==> src/rtl/pseudo_spi_rx_intf_pkg.sv <==
`default_nettype none
// ============================================================================
// Package     : DEFINE_CPU
// Description : Shared constants for the pseudo-SPI receive interface:
//               default bus widths and receive FSM state encodings.
// Revision    : 1.0 - initial release
// ============================================================================
package DEFINE_CPU;

    // Default widths for the SRAM port and the frame length field
    localparam int c_MEM_DATA_W = 8;
    localparam int c_MEM_ADDR_W = 10;
    localparam int c_DATA_LEN_W = 8;

    // Receive FSM encodings
    localparam int              c_STATE_W  = 2;
    localparam logic [1:0]      c_ST_IDLE  = 2'd0;
    localparam logic [1:0]      c_ST_ARMED = 2'd1;
    localparam logic [1:0]      c_ST_WRITE = 2'd2;
    localparam logic [1:0]      c_ST_DONE  = 2'd3;

endpackage
`default_nettype wire

==> src/rtl/pseudo_spi_rx_intf_sync.sv <==
`default_nettype none
// ============================================================================
// Module      : spi_rx_sync
// Description : Two-flop synchronizer for one asynchronous serial input,
//               followed by a rising-edge detector on the synchronized copy.
//               Every serial input uses one instance so all of them carry the
//               same latency.
// Revision    : 1.0 - initial release
// ============================================================================
module spi_rx_sync
    import DEFINE_CPU::*;
(
    input  logic clk,
    input  logic rst_n,
    input  logic i_din,
    output logic o_sync,
    output logic o_rise
);

    logic meta_q, meta_d;
    logic sync_q, sync_d;
    logic prev_q, prev_d;

    // Shift the raw input through the metastability stage, sync stage and history stage
    always_comb begin
        meta_d = i_din;
        sync_d = meta_q;
        prev_d = sync_q;
    end

    // Synchronizer and edge-history flops, cleared by reset
    always_ff @(posedge clk) begin
        if (!rst_n) begin
            meta_q <= 1'b0;
            sync_q <= 1'b0;
            prev_q <= 1'b0;
        end else begin
            meta_q <= meta_d;
            sync_q <= sync_d;
            prev_q <= prev_d;
        end
    end

    assign o_sync = sync_q;
    assign o_rise = sync_q & ~prev_q;

endmodule
`default_nettype wire

==> src/rtl/pseudo_spi_rx_intf.sv <==
`default_nettype none
// ============================================================================
// Module      : pseudo_spi_rx_intf
// Description : Receives bytes over a two-phase pseudo-SPI link (SCLK1 samples
//               SI into a master latch, SCLK2 commits it into the shift
//               register) and writes each completed byte into an SRAM port.
//               BGN arms a frame, LAT terminates it early.
// Options     : PSEUDO_SPI_RX_CKSUM_EN adds output cksum, the XOR of every
//               byte written in the current frame.
// Revision    : 1.0 - initial release
// ============================================================================
module pseudo_spi_rx_intf
    import DEFINE_CPU::*;
#(
    parameter int MEMORY_DATA_WIDTH = c_MEM_DATA_W,
    parameter int MEMORY_ADDR_WIDTH = c_MEM_ADDR_W,
    parameter int RESERVED_DATA_LEN = c_DATA_LEN_W
) (
    input  logic                         CLK,
    input  logic                         RST_N,
    input  logic                         BGN,
    input  logic [MEMORY_ADDR_WIDTH-1:0] ADDR_BGN,
    input  logic [RESERVED_DATA_LEN-1:0] DATA_LEN,
    input  logic                         SCLK1,
    input  logic                         SCLK2,
    input  logic                         LAT,
    input  logic                         SI,
    output logic                         CEN,
    output logic                         WEN,
    output logic [MEMORY_ADDR_WIDTH-1:0] A,
    output logic [MEMORY_DATA_WIDTH-1:0] D,
    output logic                         spi_MUX,
    output logic                         rx_is_done,
    output logic                         frame_err,
    output logic [RESERVED_DATA_LEN-1:0] byte_cnt
`ifdef PSEUDO_SPI_RX_CKSUM_EN
    ,
    output logic [MEMORY_DATA_WIDTH-1:0] cksum
`endif
);

    localparam int c_BIT_CNT_W = $clog2(MEMORY_DATA_WIDTH);
    localparam logic [c_BIT_CNT_W-1:0] c_LAST_BIT = c_BIT_CNT_W'(MEMORY_DATA_WIDTH - 1);

    // ------------------------------------------------------------------
    // Serial input synchronizers
    // ------------------------------------------------------------------
    logic w_sclk1_rise, w_sclk2_rise, w_lat_rise, w_si_sync;
    logic w_sclk1_lvl_unused, w_sclk2_lvl_unused, w_lat_lvl_unused, w_si_rise_unused;

    spi_rx_sync u_sync_sclk1 (
        .clk    (CLK),
        .rst_n  (RST_N),
        .i_din  (SCLK1),
        .o_sync (w_sclk1_lvl_unused),
        .o_rise (w_sclk1_rise)
    );

    spi_rx_sync u_sync_sclk2 (
        .clk    (CLK),
        .rst_n  (RST_N),
        .i_din  (SCLK2),
        .o_sync (w_sclk2_lvl_unused),
        .o_rise (w_sclk2_rise)
    );

    spi_rx_sync u_sync_lat (
        .clk    (CLK),
        .rst_n  (RST_N),
        .i_din  (LAT),
        .o_sync (w_lat_lvl_unused),
        .o_rise (w_lat_rise)
    );

    // SI goes through an identical synchronizer so it lines up with SCLK1
    spi_rx_sync u_sync_si (
        .clk    (CLK),
        .rst_n  (RST_N),
        .i_din  (SI),
        .o_sync (w_si_sync),
        .o_rise (w_si_rise_unused)
    );

    // ------------------------------------------------------------------
    // State and datapath registers
    // ------------------------------------------------------------------
    logic [c_STATE_W-1:0]         state_q, state_d;
    logic                         bgn_q, bgn_d;
    logic                         master_q, master_d;
    logic [MEMORY_DATA_WIDTH-1:0] shift_q, shift_d;
    logic [c_BIT_CNT_W-1:0]       bit_cnt_q, bit_cnt_d;
    logic [MEMORY_ADDR_WIDTH-1:0] addr_q, addr_d;
    logic [MEMORY_ADDR_WIDTH-1:0] a_q, a_d;
    logic [MEMORY_DATA_WIDTH-1:0] d_q, d_d;
    logic [RESERVED_DATA_LEN-1:0] len_q, len_d;
    logic [RESERVED_DATA_LEN-1:0] byte_cnt_q, byte_cnt_d;
    logic                         frame_err_q, frame_err_d;
    logic                         lat_pend_q, lat_pend_d;
`ifdef PSEUDO_SPI_RX_CKSUM_EN
    logic [MEMORY_DATA_WIDTH-1:0] cksum_q, cksum_d;
`endif

    logic                         w_bgn_rise;
    logic                         w_byte_done;
    logic                         w_last_byte;
    logic [MEMORY_DATA_WIDTH-1:0] w_byte;

    assign w_bgn_rise  = BGN & ~bgn_q;
    assign w_byte      = {shift_q[MEMORY_DATA_WIDTH-2:0], master_q};
    assign w_byte_done = w_sclk2_rise && (bit_cnt_q == c_LAST_BIT);
    assign w_last_byte = (byte_cnt_q + RESERVED_DATA_LEN'(1)) == len_q;

    // FSM state register; BGN held high through reset must not look like a rise
    always_ff @(posedge CLK) begin
        if (!RST_N) begin
            state_q <= c_ST_IDLE;
        end else begin
            state_q <= state_d;
        end
    end

    // FSM next-state logic; BGN low forces IDLE from every state
    always_comb begin
        state_d = state_q;
        case (state_q)
            c_ST_IDLE: begin
                if (w_bgn_rise) begin
                    state_d = (DATA_LEN == '0) ? c_ST_DONE : c_ST_ARMED;
                end
            end
            c_ST_ARMED: begin
                if (!BGN) begin
                    state_d = c_ST_IDLE;
                end else if (w_byte_done) begin
                    state_d = c_ST_WRITE;
                end else if (w_lat_rise) begin
                    state_d = c_ST_DONE;
                end
            end
            c_ST_WRITE: begin
                if (!BGN) begin
                    state_d = c_ST_IDLE;
                end else if (w_last_byte || lat_pend_q || w_lat_rise) begin
                    state_d = c_ST_DONE;
                end else begin
                    state_d = c_ST_ARMED;
                end
            end
            c_ST_DONE: begin
                if (!BGN) begin
                    state_d = c_ST_IDLE;
                end
            end
            default: state_d = c_ST_IDLE;
        endcase
    end

    // FSM outputs: SRAM strobes only in WRITE, ownership from ARMED to DONE
    always_comb begin
        CEN        = (state_q != c_ST_WRITE);
        WEN        = (state_q != c_ST_WRITE);
        spi_MUX    = (state_q != c_ST_IDLE);
        rx_is_done = (state_q == c_ST_DONE);
        A          = a_q;
        D          = d_q;
        frame_err  = frame_err_q;
        byte_cnt   = byte_cnt_q;
`ifdef PSEUDO_SPI_RX_CKSUM_EN
        cksum      = cksum_q;
`endif
    end

    // Datapath next values: frame setup on BGN rise, bit assembly in ARMED,
    // address/count advance on the cycle the write strobe is presented
    always_comb begin
        bgn_d       = BGN;
        master_d    = master_q;
        shift_d     = shift_q;
        bit_cnt_d   = bit_cnt_q;
        addr_d      = addr_q;
        a_d         = a_q;
        d_d         = d_q;
        len_d       = len_q;
        byte_cnt_d  = byte_cnt_q;
        frame_err_d = frame_err_q;
        lat_pend_d  = lat_pend_q;
`ifdef PSEUDO_SPI_RX_CKSUM_EN
        cksum_d     = cksum_q;
`endif

        if (w_sclk1_rise) begin
            master_d = w_si_sync;
        end

        if (w_bgn_rise) begin
            addr_d      = ADDR_BGN;
            len_d       = DATA_LEN;
            byte_cnt_d  = '0;
            bit_cnt_d   = '0;
            frame_err_d = 1'b0;
            lat_pend_d  = 1'b0;
`ifdef PSEUDO_SPI_RX_CKSUM_EN
            cksum_d     = '0;
`endif
        end

        if ((state_q == c_ST_ARMED) && BGN) begin
            if (w_sclk2_rise) begin
                shift_d   = w_byte;
                bit_cnt_d = bit_cnt_q + c_BIT_CNT_W'(1);
            end
            if (w_byte_done) begin
                // A LAT rise landing with the final bit still lets that byte through
                a_d        = addr_q;
                d_d        = w_byte;
                bit_cnt_d  = '0;
                lat_pend_d = w_lat_rise;
            end else if (w_lat_rise) begin
                // Any bits already committed mean the frame was cut mid-byte
                frame_err_d = (bit_cnt_q != '0) || w_sclk2_rise;
            end
        end

        if (state_q == c_ST_WRITE) begin
            addr_d     = addr_q + MEMORY_ADDR_WIDTH'(1);
            byte_cnt_d = byte_cnt_q + RESERVED_DATA_LEN'(1);
            lat_pend_d = 1'b0;
`ifdef PSEUDO_SPI_RX_CKSUM_EN
            cksum_d    = cksum_q ^ d_q;
`endif
        end
    end

    // Datapath registers
    always_ff @(posedge CLK) begin
        if (!RST_N) begin
            bgn_q       <= 1'b1;
            master_q    <= 1'b0;
            shift_q     <= '0;
            bit_cnt_q   <= '0;
            addr_q      <= '0;
            a_q         <= '0;
            d_q         <= '0;
            len_q       <= '0;
            byte_cnt_q  <= '0;
            frame_err_q <= 1'b0;
            lat_pend_q  <= 1'b0;
`ifdef PSEUDO_SPI_RX_CKSUM_EN
            cksum_q     <= '0;
`endif
        end else begin
            bgn_q       <= bgn_d;
            master_q    <= master_d;
            shift_q     <= shift_d;
            bit_cnt_q   <= bit_cnt_d;
            addr_q      <= addr_d;
            a_q         <= a_d;
            d_q         <= d_d;
            len_q       <= len_d;
            byte_cnt_q  <= byte_cnt_d;
            frame_err_q <= frame_err_d;
            lat_pend_q  <= lat_pend_d;
`ifdef PSEUDO_SPI_RX_CKSUM_EN
            cksum_q     <= cksum_d;
`endif
        end
    end

endmodule
`default_nettype wire

==> config.mk <==
export PLATFORM = sky130hd
export DESIGN_NAME = pseudo_spi_rx_intf
export DESIGN_NICKNAME = d
export VERILOG_FILES = /design/src/rtl/pseudo_spi_rx_intf_pkg.sv /design/src/rtl/pseudo_spi_rx_intf_sync.sv /design/src/rtl/pseudo_spi_rx_intf.sv
export SDC_FILE = /design/constraint.sdc
export NUM_CORES = 1
export LEC_CHECK = 0
export ABC_AREA = 0
export CAP_MARGIN = 20
export CORE_UTILIZATION = 30
export CTS_BUF_LIST = sky130_fd_sc_hd__clkbuf_2 sky130_fd_sc_hd__clkbuf_4 sky130_fd_sc_hd__clkbuf_8
export CTS_CLUSTER_SIZE = 14
export DETAILED_ROUTE_END_ITERATION = 8
export GPL_TIMING_DRIVEN = 0
export HOLD_SLACK_MARGIN = 0.03
export PLACE_DENSITY = 0.49
export SETUP_SLACK_MARGIN = 0.1
export SLEW_MARGIN = 0
export SYNTH_ARGS = -nofsm -noshare
export SYNTH_HDL_FRONTEND = slang
export SYNTH_SLANG_ARGS = --single-unit
export TNS_END_PERCENT = 20
==> constraint.sdc <==
create_clock -name CLK -period 3.56 [get_ports CLK]
set_clock_uncertainty 0.15 [all_clocks]
set_input_delay 0.712 -clock CLK [delete_from_list [all_inputs] [get_ports CLK]]
set_output_delay 0.712 -clock CLK [all_outputs]
set_load 0.05 [all_outputs]
==> results.md <==
* Status: complete, no violations
* Synth Register Bits at 71
* Synth area leaders: dfxtp_1 (45%), nand2_1 (10%), a21boi_0 (9.3%)
* DP HPWL at 5.74 mm
* Setup violators final at 0
* Placed insts at 558
* Num CTS Buffers at 9
* Syn_area_per_cell at 8.46 sq um
* Busiest grt layer: met2
* Syn Inst Count at 371
* Sum Neg Setup Slack at 0 ps
* Die Y-Extent at 104 microns
* Worst Reg2Reg Path Length in Cells at 6
* Detailed Routing Iterations Pass 1 at 4
* R2r startpoint: byte_cnt[0]
* Post-synthesis adder-cell area fraction at 0.0199
* XOR/XNOR Fraction of Synth Area at 0.0279
* Initial detailed-routing violation count at 44
* Yosys Warn Count at 0
* Leakage at 0.00142 uW
* Layout cell share with drive strength beyond 1 at 0.0726
* Count of cell types in the netlist at 48
* Crit start category: flip-flop
* Hold crit path type: reg -> reg
* Total Routed Length at 7.79 mm
* Min Tclk post-route at 3150 ps
* CTS root buf: clkbuf_8
* Fin crit share at 0.884
* Synth Cell Area at 3140 sq um
* Hold Startpoint: u_sync_lat.meta_q
* Syn nets at 401
* Fillers at 1057
* Post-synthesis mux area share at 0.00996
* PortBufs at 54
* VDD IR max at 0.264 mV
* CTS tree: yes
* Grt met2 use at 0.246
* GP Congestion at 0.801
* Vias in the first global route at 2627
* Worst Hold Path EP: u_sync_lat.o_sync
* Asr flop ratio synth at 0
* Max_slew headroom at 0.605
* Starting Density at 0.315
* Initial antenna violation count at 0
* Ports at 56
* Worst-margin pin slew at 590 ps
* Wirelength per Cell at 13.6 microns
* Core Util, Final at 0.409
* Final std cells w/o fill at 574
* Remaining DRCs at 0
* Grt met3 use at 0.0432
* Setup crit end kind: output pin
* H-tree depth at 3
* Layout area overhead at 29.8%
* Antenna Nets Post-Route at 0
* # rows at 36
* Vias at 2668
* Most frequent cell after synthesis: nand2_1
* Die area at 10900 sq um
* Clk pin slew, worst setup/hold paths at 80 ps
* FMAX at 0.318 GHz
* Via density at 4.65
* Simple-gate area share of the yosys netlist at 0.261
* Most frequent cells after synthesis: nand2_1 (86), dfxtp_1 (71), a21boi_0 (39)
* Max-Cap Viols at 0
* Maximum clock path buffer count at 2
* CTS Hold Bufs at 0
* # nets final at 466
* Commonest register cell after synthesis: dfxtp_1
* CTS Sinks at 71
* Largest family of logic cells by synthesized area: simple AND/OR/NAND/NOR gates
* Later-pin clock latency in the skew report at 350 ps
* Core area at 9950 sq um
* Compound-Gate Fraction of Synth Area at 0.191
* R2r endpoint: state_q[1]
* Hold Violations, Final at 0
* WP data required at 2700 ps
* RSZ-0062 raised after global routing: no
* Top-area cell type share of the netlist area at 0.453
* CP Class: reg -> out
* Cell accounting for the most synthesized area: dfxtp_1
* GR Util All Layers at 0.153
* Register area share after synthesis at 0.453
* Pwr Density at 422 nW/um^2
* GR Layer Usage met1 at 0.197
* Pin count of the biggest net entering global routing at 13
* Setup slack, reg-to-reg at 1360 ps
* WP data arrival at 2290 ps
* Ant diodes at 0
* Post-synth EDFFs at 0
* Worst-path maximum fanout at 11
* Fin. max-slew vios at 0
* Overflow after GRT at 0
* Die X at 104 microns
* Cells on Worst Hold Path at 1
* First-pass GRT wire length at 12.9 mm
==> where the power goes <==
part	leakage, uW	internal (uW)	switching (uW)
Combinational	0.000731	73.6	85.7
Clock	0.000113	422	307
Sequential	0.000576	812	16.6
==> logic make-up after synthesis <==
| logic type | after synthesis |
|---|---|
| AO/OA/AOI/OAI | 85 |
| buffers and inverters | 26 |
| adder cells (fa/ha/maj) | 5 |
| AND/OR/NAND/NOR | 171 |
| multiplexers | 3 |
| XOR/XNOR | 10 |
| flip-flops | 71 |
==> state kept, by name, indices dropped and copies added (netlist names), 2 cells and up <==
signal     count
len_q          8
bit_cnt_q      3
D              8
state_q        2
A             10
shift_q        7
addr_q        10
byte_cnt       8
==> critical path, stage by stage, from the launching register on <==
cell and delay (ps):
dfxtp_1 340, nor2b_2 160, buf_4 180, inv_1 80, buf_2 230, buf_2 290, buf_4 140, dlygate4sd2_1 510
==> metrics by stage <==
stage	setup WS, ps	hold WS, ps	power [uW]	area, sq um
detailed placement	497	271	1010	3850
global placement	496	264	1010	3850
CTS	176	290	1740	4070
global route	239	312	1800	4070
finish	411	288	1720	4070
floorplan	1190	262	940	3140
==> layout make-up <==
class                           instances  area, sq um  share of cell area
Multi-Input combinational cell        274         1600               0.392
Sequential cell                        71         1420               0.349
Timing Repair Buffer                   54          542               0.133
Tap cell                              133          166              0.0408
Clock buffer                           11          145              0.0356
Buffer                                 23          109              0.0267
Clock inverter                          5         81.3              0.0200
Inverter                                3         11.3             0.00276
==> worst max path at each step <==
stage                     slack [ps]  cells after the start        start          to
after floorplan                 1190                      6  byte_cnt[0]  state_q[1]
after CTS                        180                      6   state_q[1]         CEN
final                            410                      7   state_q[1]         WEN
after detailed placement         500                      7   state_q[0]         WEN
after global routing             240                      7   state_q[0]         WEN
after global placement           500                      7   state_q[1]         WEN
==> timing repair <==
action	in CTS	in global routing
endpoints found under the setup margin	1	1
resized for setup	1	1
setup buffers	0	0
pin swaps	0	0
gates cloned	0	0
==> per-layer routing <==
layer | wire (microns) | vias to the layer above
met5 | 0 | -
met4 | 131 | 0
met3 | 255 | 11
met2 | 3480 | 50
met1 | 3930 | 1200
li1 | - | 1407
==> layout by cell type (no fill, tap or decap), types with 13 or more instances in the layout <==
cell and count:
and2_1 14, clkbuf_1 15, dfxtp_1 71, clkdlybuf4s50_1 52, a21boi_0 39, o21ai_0 15, nor2b_1 13, nand3_1 19
nand2_1 86
(Power assumes the default switching activity.)
